==> src/rtl/mem_arbiter_pkg.sv <==
// mem_arb_pkg: shared widths, FSM state type and flattened-bus slice helper
package mem_arb_pkg;
    localparam int DEF_ADDR_WIDTH = 16;
    localparam int DEF_DATA_WIDTH = 32;

    typedef enum logic [1:0] {IDLE, BUSY, DONE} arb_state_e;

    function automatic int slice_lsb(input int idx, input int width);
        return idx * width;
    endfunction
endpackage

==> src/rtl/mem_arbiter_if.sv <==
// mem_arbiter_if: single-outstanding memory handshake between arbiter and memory
interface mem_arbiter_if
    import mem_arb_pkg::*;
#(
    parameter int ADDR_WIDTH = DEF_ADDR_WIDTH,
    parameter int DATA_WIDTH = DEF_DATA_WIDTH
);
    logic                  valid;
    logic                  wr_rd;
    logic [ADDR_WIDTH-1:0] addr;
    logic [DATA_WIDTH-1:0] wdata;
    logic [DATA_WIDTH-1:0] rdata;
    logic                  ready;

    modport master (output valid, wr_rd, addr, wdata, input rdata, ready);
    modport slave  (input valid, wr_rd, addr, wdata, output rdata, ready);
endinterface

==> src/rtl/mem_arbiter_rr_pick.sv <==
// mem_rr_pick: first set request at or after ptr, wrapping, as one-hot and index
module mem_rr_pick #(
    parameter int N = 4,
    localparam int IW = $clog2(N)
) (
    input  logic [N-1:0]  req_i,
    input  logic [IW-1:0] ptr_i,
    output logic [N-1:0]  grant_o,
    output logic [IW-1:0] idx_o
);
    logic [IW-1:0] j;

    // scan from the far end back toward ptr so the nearest hit wins
    always_comb begin
        grant_o = '0;
        idx_o   = '0;
        j       = '0;
        for (int k = N - 1; k >= 0; k--) begin
            j = IW'((int'(ptr_i) + k) % N);
            if (req_i[j]) begin
                grant_o    = '0;
                grant_o[j] = 1'b1;
                idx_o      = j;
            end
        end
    end
endmodule

==> src/rtl/mem_arbiter.sv <==
// mem_arbiter: round-robin sharing of one memory port with timeout and txn counter
module mem_arbiter
    import mem_arb_pkg::*;
#(
    parameter int NUM_AGENTS = 4,
    parameter int ADDR_WIDTH = DEF_ADDR_WIDTH,
    parameter int DATA_WIDTH = DEF_DATA_WIDTH,
    parameter int TIMEOUT    = 64
) (
    input  logic                             clk_i,
    input  logic                             rst_i,
    input  logic [NUM_AGENTS-1:0]            req_valid_i,
    input  logic [NUM_AGENTS-1:0]            req_wr_rd_i,
    input  logic [NUM_AGENTS*ADDR_WIDTH-1:0] req_addr_i,
    input  logic [NUM_AGENTS*DATA_WIDTH-1:0] req_wdata_i,
    output logic [NUM_AGENTS-1:0]            req_ack_o,
    output logic [DATA_WIDTH-1:0]            rdata_o,
    output logic                             err_o,
    output logic [NUM_AGENTS-1:0]            grant_o,
    output logic [31:0]                      txn_count_o,
    mem_arbiter_if.master                    mem
);
    localparam int IW = $clog2(NUM_AGENTS);

    arb_state_e            state_q, state_d;
    logic [IW-1:0]         ptr_q, ptr_d, idx_q, idx_d, pick_idx;
    logic [NUM_AGENTS-1:0] pick_grant, grant_q, grant_d, ack_q, ack_d;
    logic [DATA_WIDTH-1:0] rdata_q, rdata_d, wdata_q, wdata_d;
    logic [ADDR_WIDTH-1:0] addr_q, addr_d;
    logic                  err_q, err_d, valid_q, valid_d, wr_q, wr_d;
    logic [31:0]           cnt_q, cnt_d, tmo_q, tmo_d;

    mem_rr_pick #(.N(NUM_AGENTS)) u_pick (
        .req_i  (req_valid_i),
        .ptr_i  (ptr_q),
        .grant_o(pick_grant),
        .idx_o  (pick_idx)
    );

    assign req_ack_o   = ack_q;
    assign rdata_o     = rdata_q;
    assign err_o       = err_q;
    assign grant_o     = grant_q;
    assign txn_count_o = cnt_q;
    assign mem.valid   = valid_q;
    assign mem.wr_rd   = wr_q;
    assign mem.addr    = addr_q;
    assign mem.wdata   = wdata_q;

    // state and every output register; reset drops any in-flight request
    always_ff @(posedge clk_i or posedge rst_i) begin
        if (rst_i) begin
            state_q <= IDLE;
            ptr_q   <= '0;
            idx_q   <= '0;
            grant_q <= '0;
            ack_q   <= '0;
            rdata_q <= '0;
            err_q   <= 1'b0;
            valid_q <= 1'b0;
            wr_q    <= 1'b0;
            addr_q  <= '0;
            wdata_q <= '0;
            cnt_q   <= '0;
            tmo_q   <= '0;
        end else begin
            state_q <= state_d;
            ptr_q   <= ptr_d;
            idx_q   <= idx_d;
            grant_q <= grant_d;
            ack_q   <= ack_d;
            rdata_q <= rdata_d;
            err_q   <= err_d;
            valid_q <= valid_d;
            wr_q    <= wr_d;
            addr_q  <= addr_d;
            wdata_q <= wdata_d;
            cnt_q   <= cnt_d;
            tmo_q   <= tmo_d;
        end
    end

    // capture in IDLE, wait for ready or timeout in BUSY, one-cycle ack in DONE
    always_comb begin
        state_d = state_q;
        ptr_d   = ptr_q;
        idx_d   = idx_q;
        grant_d = grant_q;
        ack_d   = '0;
        rdata_d = rdata_q;
        err_d   = err_q;
        valid_d = valid_q;
        wr_d    = wr_q;
        addr_d  = addr_q;
        wdata_d = wdata_q;
        cnt_d   = cnt_q;
        tmo_d   = tmo_q;
        case (state_q)
            IDLE: if (|req_valid_i) begin
                state_d = BUSY;
                idx_d   = pick_idx;
                grant_d = pick_grant;
                valid_d = 1'b1;
                wr_d    = req_wr_rd_i[pick_idx];
                addr_d  = req_addr_i[slice_lsb(int'(pick_idx), ADDR_WIDTH) +: ADDR_WIDTH];
                wdata_d = req_wdata_i[slice_lsb(int'(pick_idx), DATA_WIDTH) +: DATA_WIDTH];
                tmo_d   = '0;
            end
            BUSY: if (mem.ready) begin
                state_d = DONE;
                valid_d = 1'b0;
                rdata_d = wr_q ? '0 : mem.rdata;
                err_d   = 1'b0;
                ack_d   = grant_q;
                cnt_d   = &cnt_q ? cnt_q : cnt_q + 32'd1;
            end else if (TIMEOUT > 0 && tmo_q + 32'd1 == 32'(TIMEOUT)) begin
                state_d = DONE;
                valid_d = 1'b0;
                rdata_d = '0;
                err_d   = 1'b1;
                ack_d   = grant_q;
            end else begin
                tmo_d = tmo_q + 32'd1;
            end
            DONE: begin
                state_d = IDLE;
                grant_d = '0;
                rdata_d = '0;
                err_d   = 1'b0;
                ptr_d   = (idx_q == IW'(NUM_AGENTS - 1)) ? '0 : idx_q + 1'b1;
            end
            default: state_d = IDLE;
        endcase
    end
endmodule

==> src/flat_wrapper.sv <==
// flat-port wrapper written by rule: the top's interface ports become plain ports
module mem_arbiter_flat import mem_arb_pkg::*;
#(
    parameter int NUM_AGENTS = 4,
    parameter int ADDR_WIDTH = DEF_ADDR_WIDTH,
    parameter int DATA_WIDTH = DEF_DATA_WIDTH,
    parameter int TIMEOUT    = 64
)
  (clk_i, rst_i, req_valid_i, req_wr_rd_i, req_addr_i, req_wdata_i, req_ack_o, rdata_o, err_o, grant_o, txn_count_o, mem_valid, mem_wr_rd, mem_addr, mem_wdata, mem_rdata, mem_ready);
  mem_arbiter_if #(.ADDR_WIDTH(ADDR_WIDTH), .DATA_WIDTH(DATA_WIDTH)) mem_i ();
  input  logic clk_i;
  input  logic rst_i;
  input  logic [NUM_AGENTS-1:0] req_valid_i;
  input  logic [NUM_AGENTS-1:0] req_wr_rd_i;
  input  logic [NUM_AGENTS*ADDR_WIDTH-1:0] req_addr_i;
  input  logic [NUM_AGENTS*DATA_WIDTH-1:0] req_wdata_i;
  output logic [NUM_AGENTS-1:0] req_ack_o;
  output logic [DATA_WIDTH-1:0] rdata_o;
  output logic err_o;
  output logic [NUM_AGENTS-1:0] grant_o;
  output logic [31:0] txn_count_o;
  output wire logic [$bits(mem_i.valid)-1:0] mem_valid;
  output wire logic [$bits(mem_i.wr_rd)-1:0] mem_wr_rd;
  output wire logic [$bits(mem_i.addr)-1:0] mem_addr;
  output wire logic [$bits(mem_i.wdata)-1:0] mem_wdata;
  input wire logic [$bits(mem_i.rdata)-1:0] mem_rdata;
  input wire logic [$bits(mem_i.ready)-1:0] mem_ready;
  assign mem_valid = mem_i.valid;
  assign mem_wr_rd = mem_i.wr_rd;
  assign mem_addr = mem_i.addr;
  assign mem_wdata = mem_i.wdata;
  assign mem_i.rdata = mem_rdata;
  assign mem_i.ready = mem_ready;
  mem_arbiter #(.NUM_AGENTS(NUM_AGENTS), .ADDR_WIDTH(ADDR_WIDTH), .DATA_WIDTH(DATA_WIDTH), .TIMEOUT(TIMEOUT)) u_core (.clk_i(clk_i), .rst_i(rst_i), .req_valid_i(req_valid_i), .req_wr_rd_i(req_wr_rd_i), .req_addr_i(req_addr_i), .req_wdata_i(req_wdata_i), .req_ack_o(req_ack_o), .rdata_o(rdata_o), .err_o(err_o), .grant_o(grant_o), .txn_count_o(txn_count_o), .mem(mem_i));
endmodule
==> config.mk <==
export PLATFORM = sky130hd
export DESIGN_NAME = mem_arbiter_flat
export DESIGN_NICKNAME = d
export VERILOG_FILES = /design/src/rtl/mem_arbiter_pkg.sv /design/src/rtl/mem_arbiter_if.sv /design/src/rtl/mem_arbiter_rr_pick.sv /design/src/rtl/mem_arbiter.sv /design/src/flat_wrapper.sv
export SDC_FILE = /design/constraint.sdc
export NUM_CORES = 1
export LEC_CHECK = 0
export CAP_MARGIN = 0
export CORE_MARGIN = 8
export CORE_UTILIZATION = 49
export CTS_CLUSTER_SIZE = 12
export DETAILED_ROUTE_END_ITERATION = 10
export PLACE_DENSITY = 0.84
export SETUP_SLACK_MARGIN = 0.1
export SYNTH_ARGS = -nofsm -noshare
export SYNTH_HDL_FRONTEND = slang
export SYNTH_SLANG_ARGS = --single-unit
==> constraint.sdc <==
create_clock -name clk_i -period 17.3 [get_ports clk_i]
set_input_delay 3.46 -clock clk_i [delete_from_list [all_inputs] [get_ports clk_i]]
set_output_delay 3.46 -clock clk_i [all_outputs]
set_load 0.01 [all_outputs]
; Word-level counts from Yosys, hierarchy flattened
; Cells that the tools add are included.
[totals]
inputBits = 235
wordCells = 107
output_inout_bits = 123
reg_bits = 161
[op_classes]
n_lt_le_gt_ge = 9
n_shift = 2
reduce_logical = 17
bitwise = 1
mux = 51
n_eq_ne = 8
addsub = 6
[op_table]
columns = op, count
row1 = $mux W32, 6
row2 = $pmux W32 S2, 2
row3 = $shiftx A128 B8 Y32, 1
row4 = $add A32 B1 Y32 const B, 2
row5 = $shiftx A64 B7 Y16, 1
row6 = $eq A32 B7 Y1 const B, 1
row7 = $mux W4, 8
row8 = $reduce_and A32 Y1, 1
row9 = $mux W2, 8
row10 = $lt A2 B3 Y1 const B, 5
row11 = $mux W1, 14
row12 = $bmux W1 S2, 5
row13 = $demux W1 S2, 4
row14 = $ge A2 B1 Y1 const B, 4
row15 = $pmux W4 S2, 1
row16 = $reduce_and A2 Y1, 4
row17 = $reduce_and A3 Y1, 2
row18 = $reduce_bool A2 Y1, 3
row19 = $add A2 B1 Y2 const B, 2
row20 = $add A2 B2 Y2 const B, 2
row21 = $eq A2 B2 Y1 const B, 2
row22 = $logic_and A1 B1 Y1, 4
row23 = $ne A2 B2 Y1 const B, 2
row24 = $pmux W1 S2, 2
row25 = other kinds (8), 8

; Longest topological paths before layout
; Gate-level depths: netlist (run 1).
[depth]
ltp_word = 11
ltp_mapped = 15

; Cells and area by module
; Synthesis (run 1) repeated with hierarchy kept, for this count alone.
[unflattened]
cells_unflattened = 892
area_unflattened_um2 = 9175.0
[by_module_without_submodules]
columns = mod, cells_per_inst, area_per_inst_um2, seq_area_each_um2, n_inst
row1 = mem_arbiter, 832, 8684.6, 4028.9, 1
row2 = mem_rr_pick, 60, 490.5, 0.0, 1

; Least setup slack after synthesis (run 1)
; No wires, ideal clock.
[synth_timing]
kind = input port to flip-flop
start = input port req_valid_i[3]
end = register u_core.addr_q[11], in the netlist u_core.mem.addr[11]
arrival_ps = 5510
path_slack_ps = 11656
path_stages = 11
path_buffers = 4
cell_sequence = clkbuf_1 > and2_1 > a2111oi_0 > or3_1 > clkbuf_1 > clkbuf_1 > buf_2 > mux2i_1 > nand2_1 > o21ai_0 > o21ai_0
[synth_between]
elab_chain_cells = 7
word_cells_on_any_way = 15
cone_classes = shift: 1 / mux: 12 / reduce/logical: 2
[synth_rtl]
columns = item, line_no
row1 = from (decl), flat_wrapper.sv:13  ; input logic [NUM_AGENTS-1:0] req_valid_i;
row2 = $bmux W1 S2, mem_arbiter_rr_pick.sv:20  ; if (req_i[j]) begin
row3 = $mux W1 (implied by the code), mem_arbiter_rr_pick.sv:20
row4 = $mux W2 (4 in a row), mem_arbiter_rr_pick.sv:20
row5 = $shiftx A64 B7 Y16, mem_arbiter.sv:105  ; addr_d = req_addr_i[slice_lsb(int'(pick_idx), ADDR_WIDTH) +: ADDR_WIDTH];
row6 = to (signal assigned), mem_arbiter.sv:76  ; addr_q <= addr_d;
row7 = to (decl), mem_arbiter.sv:29  ; logic [ADDR_WIDTH-1:0] addr_q, addr_d;
; Several ways; a longest one is shown, not always the timed one. The select of a mux whose other input is x is not followed.
; A chain may end at the register's enable or synchronous reset.

; Worst setup path after layout (run 1)
[layout_timing]
start = input port req_valid_i[3]
end = register u_core.addr_q[13], in the netlist u_core.mem.addr[13]
; The elaborated chain is that of the path after synthesis.

==> impl_metrics.yaml, run 1 <==
run_status:
  status: "completed"
synthesis:
  ys_types: 69
  yosys.area_share.simple_pct: 18.9
  synthCells: 1027
  synth_area_um2: 9570
  synth_compound_area_share_pct: 17.1
  muxShareOfSynthArea_pct: 12.4
  ys_seq_area_share_pct: 42.1
  synth_top_area_share_pct: 42.1
  synth_xor_area_share_pct: 3.57
  synth_area_leader_cell: "dfrtp_1"
  ys.flop_type: "dfrtp_1"
  synth_top_family_by_area: "simple AND/OR/NAND/NOR gates"
  async_flop_share_pct: 100
  avgSynthCellArea_um2: 9.32
  ys_warn_count: 0
  synth_area_leaders: "dfrtp_1 (42%), mux2_2 (6.7%), o21ai_0 (6.3%)"
  ys_ff_latch: 161
  synth_fa_ha_area_share_pct: 1.96
  synth_edf_count: 0
  synth_fp_nets: 1277
clock_network:
  cts.sinks: 161
  clkTransAtPathRegs_ps: 70
  cts_setup_buffers: 0
  clock_path_buffers: 2
  cts_resized: 0
  h-tree-depth: 4
  cts_buffers: 17
  insertion_delay_ps: 440
  cts_tree: "built"
  holdBufCountCts: 0
  root_buffer: "clkbuf_16"
sta:
  hold_violations: 0
  min_period_over_period_pct: 37.3
  rsz0062_at_grt: "no"
  finalMaxSlewViolations: 0
  finClkSkew_ps: 11.3
  setup_tns_ps: 0
  finalCriticalPeriod_ps: 6450
  relSlewSlack_pct: 23.8
  fmax_mhz: 155
  finalSetupViolCount: 0
  tightest_slew_ps: 1130
floorplanning:
  core_um2: 19300
  start_util_pct: 49.5
  die_area_um2: 24300
  fp.dieH_um: 156
  rows: 51
  die-width_um: 156
  ios: 358
drt:
  wl_per_cell_um: 22.4
  drt_iter0_drc: 725
  drc_errors: 0
  totalWireLength_mm: 36.2
  first_pass_iters: 7
  viasPerCell: 5.83
  num_vias: 9414
  antenna_left: 0
final_layout:
  areaGrowthSynthToFinish_pct: 44.5
  nNetsFinal: 1583
  final_cells: 1616
  layout-drive-gt1-share_pct: 8.47
  num-fill-cells: 1450
flow_run:
  cap_violations: 0
global_routing:
  grt_pass1_vias: 9412
  grt_pass1_wl_mm: 55.1
  grt.total_usage_pct: 29.5
  grt_max_degree: 104
  overflow: 0
  antenna_found_initial: 7
pwr:
  p_leak_nw: 5.84
  irDropWorstVdd_v: 0.0000925
  p_per_area_nw_per_um2: 149
worst_hold_path:
  holdCritStartpoint: "u_core.mem.wdata[10]"
  hold_depth: 2
  hold_class: "flip-flop to flip-flop"
  worstHoldEndpoint: "u_core.mem.wdata[10]"
placed_design:
  dp_cells: 1579
  post-dp-hpwl_mm: 28.3
  port_buffers: 357
  routabilityCongestion: 0.938
setup_path:
  critPathBufInv: 2
  crit_required_ps: 17570
  end_kind: "flip-flop"
  path_cells: "clkdlybuf4s50_1, and2_1, a2111oi_0, or3_4, buf_4, mux2_2, o21ai_0, o21ai_0"
  path_class: "input pin to flip-flop"
  start_kind: "input pin"
  max_stage_delay_ps: 720
  r2r_slack_ps: 12950
  cpMostUsedCell: "o21ai_0"
  cpMaxStageDelayCell: "buf_4"
  timing.rr.start: "u_core.tmo_q[0]"
  critPathArrivalTime_ps: 6730
  crit_fanout: 52
  r2r_cells: 10
  r2r-end: "u_core.err_o"
  critPathTopFamily: "buffers and inverters"
-- cells in the final DEF (no fill, tap or decap), drive strengths merged, types with 3 or more instances in the layout --
cell type	count
nand2	159
o31ai	8
o22a	12
a21boi	4
a2bb2oi	3
clkbuf	17
nor4	13
nand3	34
or2	4
mux2	57
and3	20
xnor2	29
and2	18
and4	11
a2111oi	3
mux2i	52
o221ai	4
nand4	25
a221o	3
dfrtp	161
a22oi	4
nor3b	3
nor2	36
ha	15
a31oi	8
a211o	5
clkdlybuf4s50	357
diode	5
or3	5
clkinvlp	3
nand2b	6
buf	5
clkinv	6
inv	23
o21ai	127
xor2	10
a21oi	8
a22o	37
nor3	20
-- per-stage QoR --
step                      power [mW]  hold WS (ps)  area (µm²)  util, %  worst slack, ps
after floorplan                 1.24           454        9570        -             9490
after global placement          1.67           461       13200     68.5            10490
after detailed placement        1.70           469       13200     68.5            10370
after CTS                       2.07           486       13800     71.5            10850
after global routing            2.20           505       13800     71.5            10630
final                           2.06           480       13800     71.5            10850
-- worst min-delay path, stage by stage (launching register included) --
cell     delay [ps]
dfrtp_1         340
nand2_1          40
o21ai_0          60
-- where the power goes --
part           leakage [nW]  internal [mW]  total (mW)  switching, mW
Clock                 0.271          0.190       0.369          0.178
Sequential             2.11          0.503       0.607          0.103
Combinational          3.46          0.512        1.09          0.575
-- cell type report --
| type | count | area (µm²) | area share [%] |
|---|---|---|---|
| Inverter | 17 | 68.8 | 0.497 |
| Tap cell | 265 | 332 | 2.40 |
| Sequential cell | 161 | 4030 | 29.1 |
| Multi-Input combinational cell | 774 | 5210 | 37.6 |
| Clock buffer | 17 | 425 | 3.08 |
| Antenna cell | 5 | 12.5 | 0.0904 |
| Clock inverter | 15 | 149 | 1.08 |
| Timing Repair Buffer | 362 | 3610 | 26.1 |
-- routing by layer --
metal	track usage, %	wire length [µm]
met1	34.0	13500
met3	9.86	3210
met2	49.6	18200
met5	0	40
met4	11.6	1190
-- synthesized netlist by cell type (3+ instances only) --
library cell,number
a21boi_0,4
nor3b_1,3
buf_2,16
nand4_1,23
and3_1,20
o221ai_1,4
or2_2,3
xor2_1,10
nor3_1,19
a21oi_1,8
and4_1,11
and2_1,17
mux2i_1,52
or3_1,5
o21ai_0,121
o31ai_1,8
nor2_1,36
a211o_1,5
inv_1,17
nand2b_1,6
a22o_1,37
nand3_1,34
xnor2_1,29
mux2_2,57
nor4_1,12
a221o_1,3
a2bb2oi_1,3
dfrtp_1,161
clkbuf_1,54
o22a_1,12
nand2_1,159
ha_1,15
o21ai_1,6
a22oi_1,4
a31oi_1,8
-- worst max-delay path by stage --
stage          depth (start not counted)           start              endpoint  slack [ps]
4_1_cts                                8  req_valid_i[3]   u_core.mem.addr[13]       10850
3_5_place_dp                           8  req_valid_i[3]  u_core.mem.wdata[19]       10370
5_1_grt                                8  req_valid_i[3]   u_core.mem.addr[14]       10630
3_3_place_gp                           8  req_valid_i[3]    u_core.mem.addr[4]       10490
2_1_floorplan                          1           rst_i          u_core.err_o        9490
6_report                               8  req_valid_i[3]   u_core.mem.addr[13]       10850
-- cell families (layout without fill, tap and decap cells) --
kind of cell             count (synthesis)  after routing
flip-flops                             161            161
AND/OR/NAND/NOR                        364            364
other                                    0              5
multiplexers                           110            110
adder cells (fa/ha/maj)                 15             15
buffers and inverters                   92            411
XOR/XNOR                                39             39
AO/OA/AOI/OAI                          246            246
-- sequential cells by signal, summed over array words and instances, names as in the netlist --
register / cells
u_core.state_q: 2
u_core.rdata_o: 32
u_core.err_o: 1
u_core.idx_q: 2
u_core.grant_o: 4
u_core.mem.wr_rd: 1
u_core.mem.wdata: 32
u_core.txn_count_o: 32
u_core.req_ack_o: 4
u_core.ptr_q: 2
u_core.mem.addr: 16
u_core.mem.valid: 1
u_core.tmo_q: 32
No activity file was read; power rests on OpenSTA's default activity.
==> run 2, diff against run 1 <==
--- a/config.mk
+++ b/config.mk
@@ -7,10 +7,10 @@
 export LEC_CHECK = 0
 export CAP_MARGIN = 0
 export CORE_MARGIN = 8
-export CORE_UTILIZATION = 49
+export CORE_UTILIZATION = 41
 export CTS_CLUSTER_SIZE = 12
 export DETAILED_ROUTE_END_ITERATION = 10
-export PLACE_DENSITY = 0.84
+export PLACE_DENSITY = 0.75
 export SETUP_SLACK_MARGIN = 0.1
 export SYNTH_ARGS = -nofsm -noshare
 export SYNTH_HDL_FRONTEND = slang
==> constraint.sdc (replaced) <==
create_clock -name clk_i -period 5.45 [get_ports clk_i]
set_input_delay 1.09 -clock clk_i [delete_from_list [all_inputs] [get_ports clk_i]]
set_output_delay 1.09 -clock clk_i [all_outputs]
set_load 0.01 [all_outputs]
==> impl_metrics.yaml, run 2 (same netlist as run 1, synthesis figures left out) <==
setup_path:
  critPathArrivalTime_ps: 4190
  end_kind: "flip-flop"
  critPathTopFamily: "simple AND/OR/NAND/NOR gates"
  max_stage_delay_ps: 760
  path_class: "flip-flop to flip-flop"
  cpMostUsedCell: "o21ai_0"
  cpMaxStageDelayCell: "or3_4"
  crit_required_ps: 5730
  crit_fanout: 49
  critPathBufInv: 2
  path_cells: "inv_1, ha_1, a2111oi_0, or3_4, buf_12, mux2_2, o21ai_0, o21ai_0"
  start_kind: "flip-flop"
final_layout:
  areaGrowthSynthToFinish_pct: 46.0
  seq_area_um2: 4030
  multi_input_area_um2: 5200
  final_common_cell: "clkdlybuf4s50_1"
  final_cell_mix: "clkdlybuf4s50_1 (357), dfrtp_1 (161), nand2_1 (159), o21ai_0 (121), mux2_2 (57)"
  num-fill-cells: 2009
  nNetsFinal: 1588
  layout-drive-gt1-share_pct: 8.81
global_routing:
  antenna_found_initial: 7
  grt_pass1_vias: 9246
  grt_pass1_wl_mm: 53.2
  grt_max_degree: 162
  overflow: 0
  grt.total_usage_pct: 24.2
floorplanning:
  ios: 358
  start_util_pct: 41.3
  core_um2: 23200
  rows: 56
  die-width_um: 169
  die_area_um2: 28500
  fp.dieH_um: 169
pwr:
  p_leak_nw: 5.89
  irDropWorstVdd_v: 0.000369
  p_per_area_nw_per_um2: 476
sta:
  finalMaxSlewViolations: 0
  setup_tns_ps: 0
  finalCriticalPeriod_ps: 3920
  rsz0062_at_grt: "no"
  finClkSkew_ps: 17.9
  relSlewSlack_pct: 33.2
  min_period_over_period_pct: 71.8
  tightest_slew_ps: 1000
  fin_ws_ps: 1530
  fmax_mhz: 255
  hold_violations: 0
  finalSetupViolCount: 0
clock_network:
  holdBufCountCts: 0
  root_buffer: "clkbuf_16"
  cts.sinks: 161
  h-tree-depth: 4
  cts_tree: "built"
  cts_buffers: 17
  clkTransAtPathRegs_ps: 80
  cts_resized: 0
  clock_path_buffers: 2
  insertion_delay_ps: 430
  cts_setup_buffers: 0
drt:
  num_vias: 9245
  antenna_left: 0
  drc_errors: 0
  drt_iter0_drc: 899
  viasPerCell: 5.53
  wl_per_cell_um: 21.4
  totalWireLength_mm: 35.8
  first_pass_iters: 5
placed_design:
  post-dp-hpwl_mm: 27.3
  routabilityCongestion: 1.01
  port_buffers: 357
  pre_cts_slack_ps: 1310
flow_run:
  cap_violations: 0
worst_hold_path:
  hold_class: "flip-flop to flip-flop"
run_status:
  status: "completed"
## run 2: final timing paths
check	start	endpoint	slack [ps]	cells after the start
min in group asynchronous	rst_i	u_core.rdata_o[0]	1270	3
min reg2reg	u_core.mem.addr[9]	u_core.mem.addr[9]	480	2
max reg2reg	u_core.ptr_q[0]	u_core.mem.wdata[20]	1530	8
min	u_core.mem.addr[9]	u_core.mem.addr[9]	480	2
max in group asynchronous	rst_i	u_core.idx_q[1]	3530	3
max	u_core.ptr_q[0]	u_core.mem.wdata[20]	1530	8
## run 2: per-stage QoR
stage | utilization, % | power, mW | std cells | cell area, µm² | hold slack, ps
5_1_grt | 60.3 | 7.08 | 1673 | 14000 | 512
3_5_place_dp | 57.6 | 5.44 | 1638 | 13400 | 470
6_report | 60.3 | 6.65 | 1673 | 14000 | 481
2_1_floorplan | - | 3.95 | 1027 | 9580 | 454
4_1_cts | 60.2 | 6.69 | 1670 | 14000 | 486
3_3_place_gp | 57.6 | 5.37 | 1638 | 13400 | 462
## run 2: where the power goes
part           total [mW]  switching, mW  internal [mW]  leakage (nW)
clock                1.21          0.584          0.631         0.295
combinational        3.51           1.86           1.65          3.49
sequential           1.93          0.329           1.60          2.11
## run 2: metal layers
layer | global-route usage (%) | vias up | wire (µm)
met5 | 0 | - | 47
met2 | 40.2 | 392 | 17700
li1 | - | 4353 | -
met3 | 9.71 | 50 | 3670
met1 | 28.2 | 4442 | 13800
met4 | 7.57 | 8 | 683
## run 2: worst reg2reg max path, delay by kind of cell (launching register included)
kind	cells	cell delay, ps
muxes	1	390
AOI/OAI and AO/OA	3	740
buffers and inverters	2	660
and+or+nand+nor	1	760
adders and majority gates	1	480
DFF	1	750
## run 2: final cells by class
cell class	count	share of cell area, %
flip-flops and latches	161	28.8
clock inverters	14	1.16
clock buffers	18	3.14
repair buffers	367	26.3
well taps	319	2.86
multi-input cells	774	37.2
diodes	3	0.0537
inverters	17	0.483
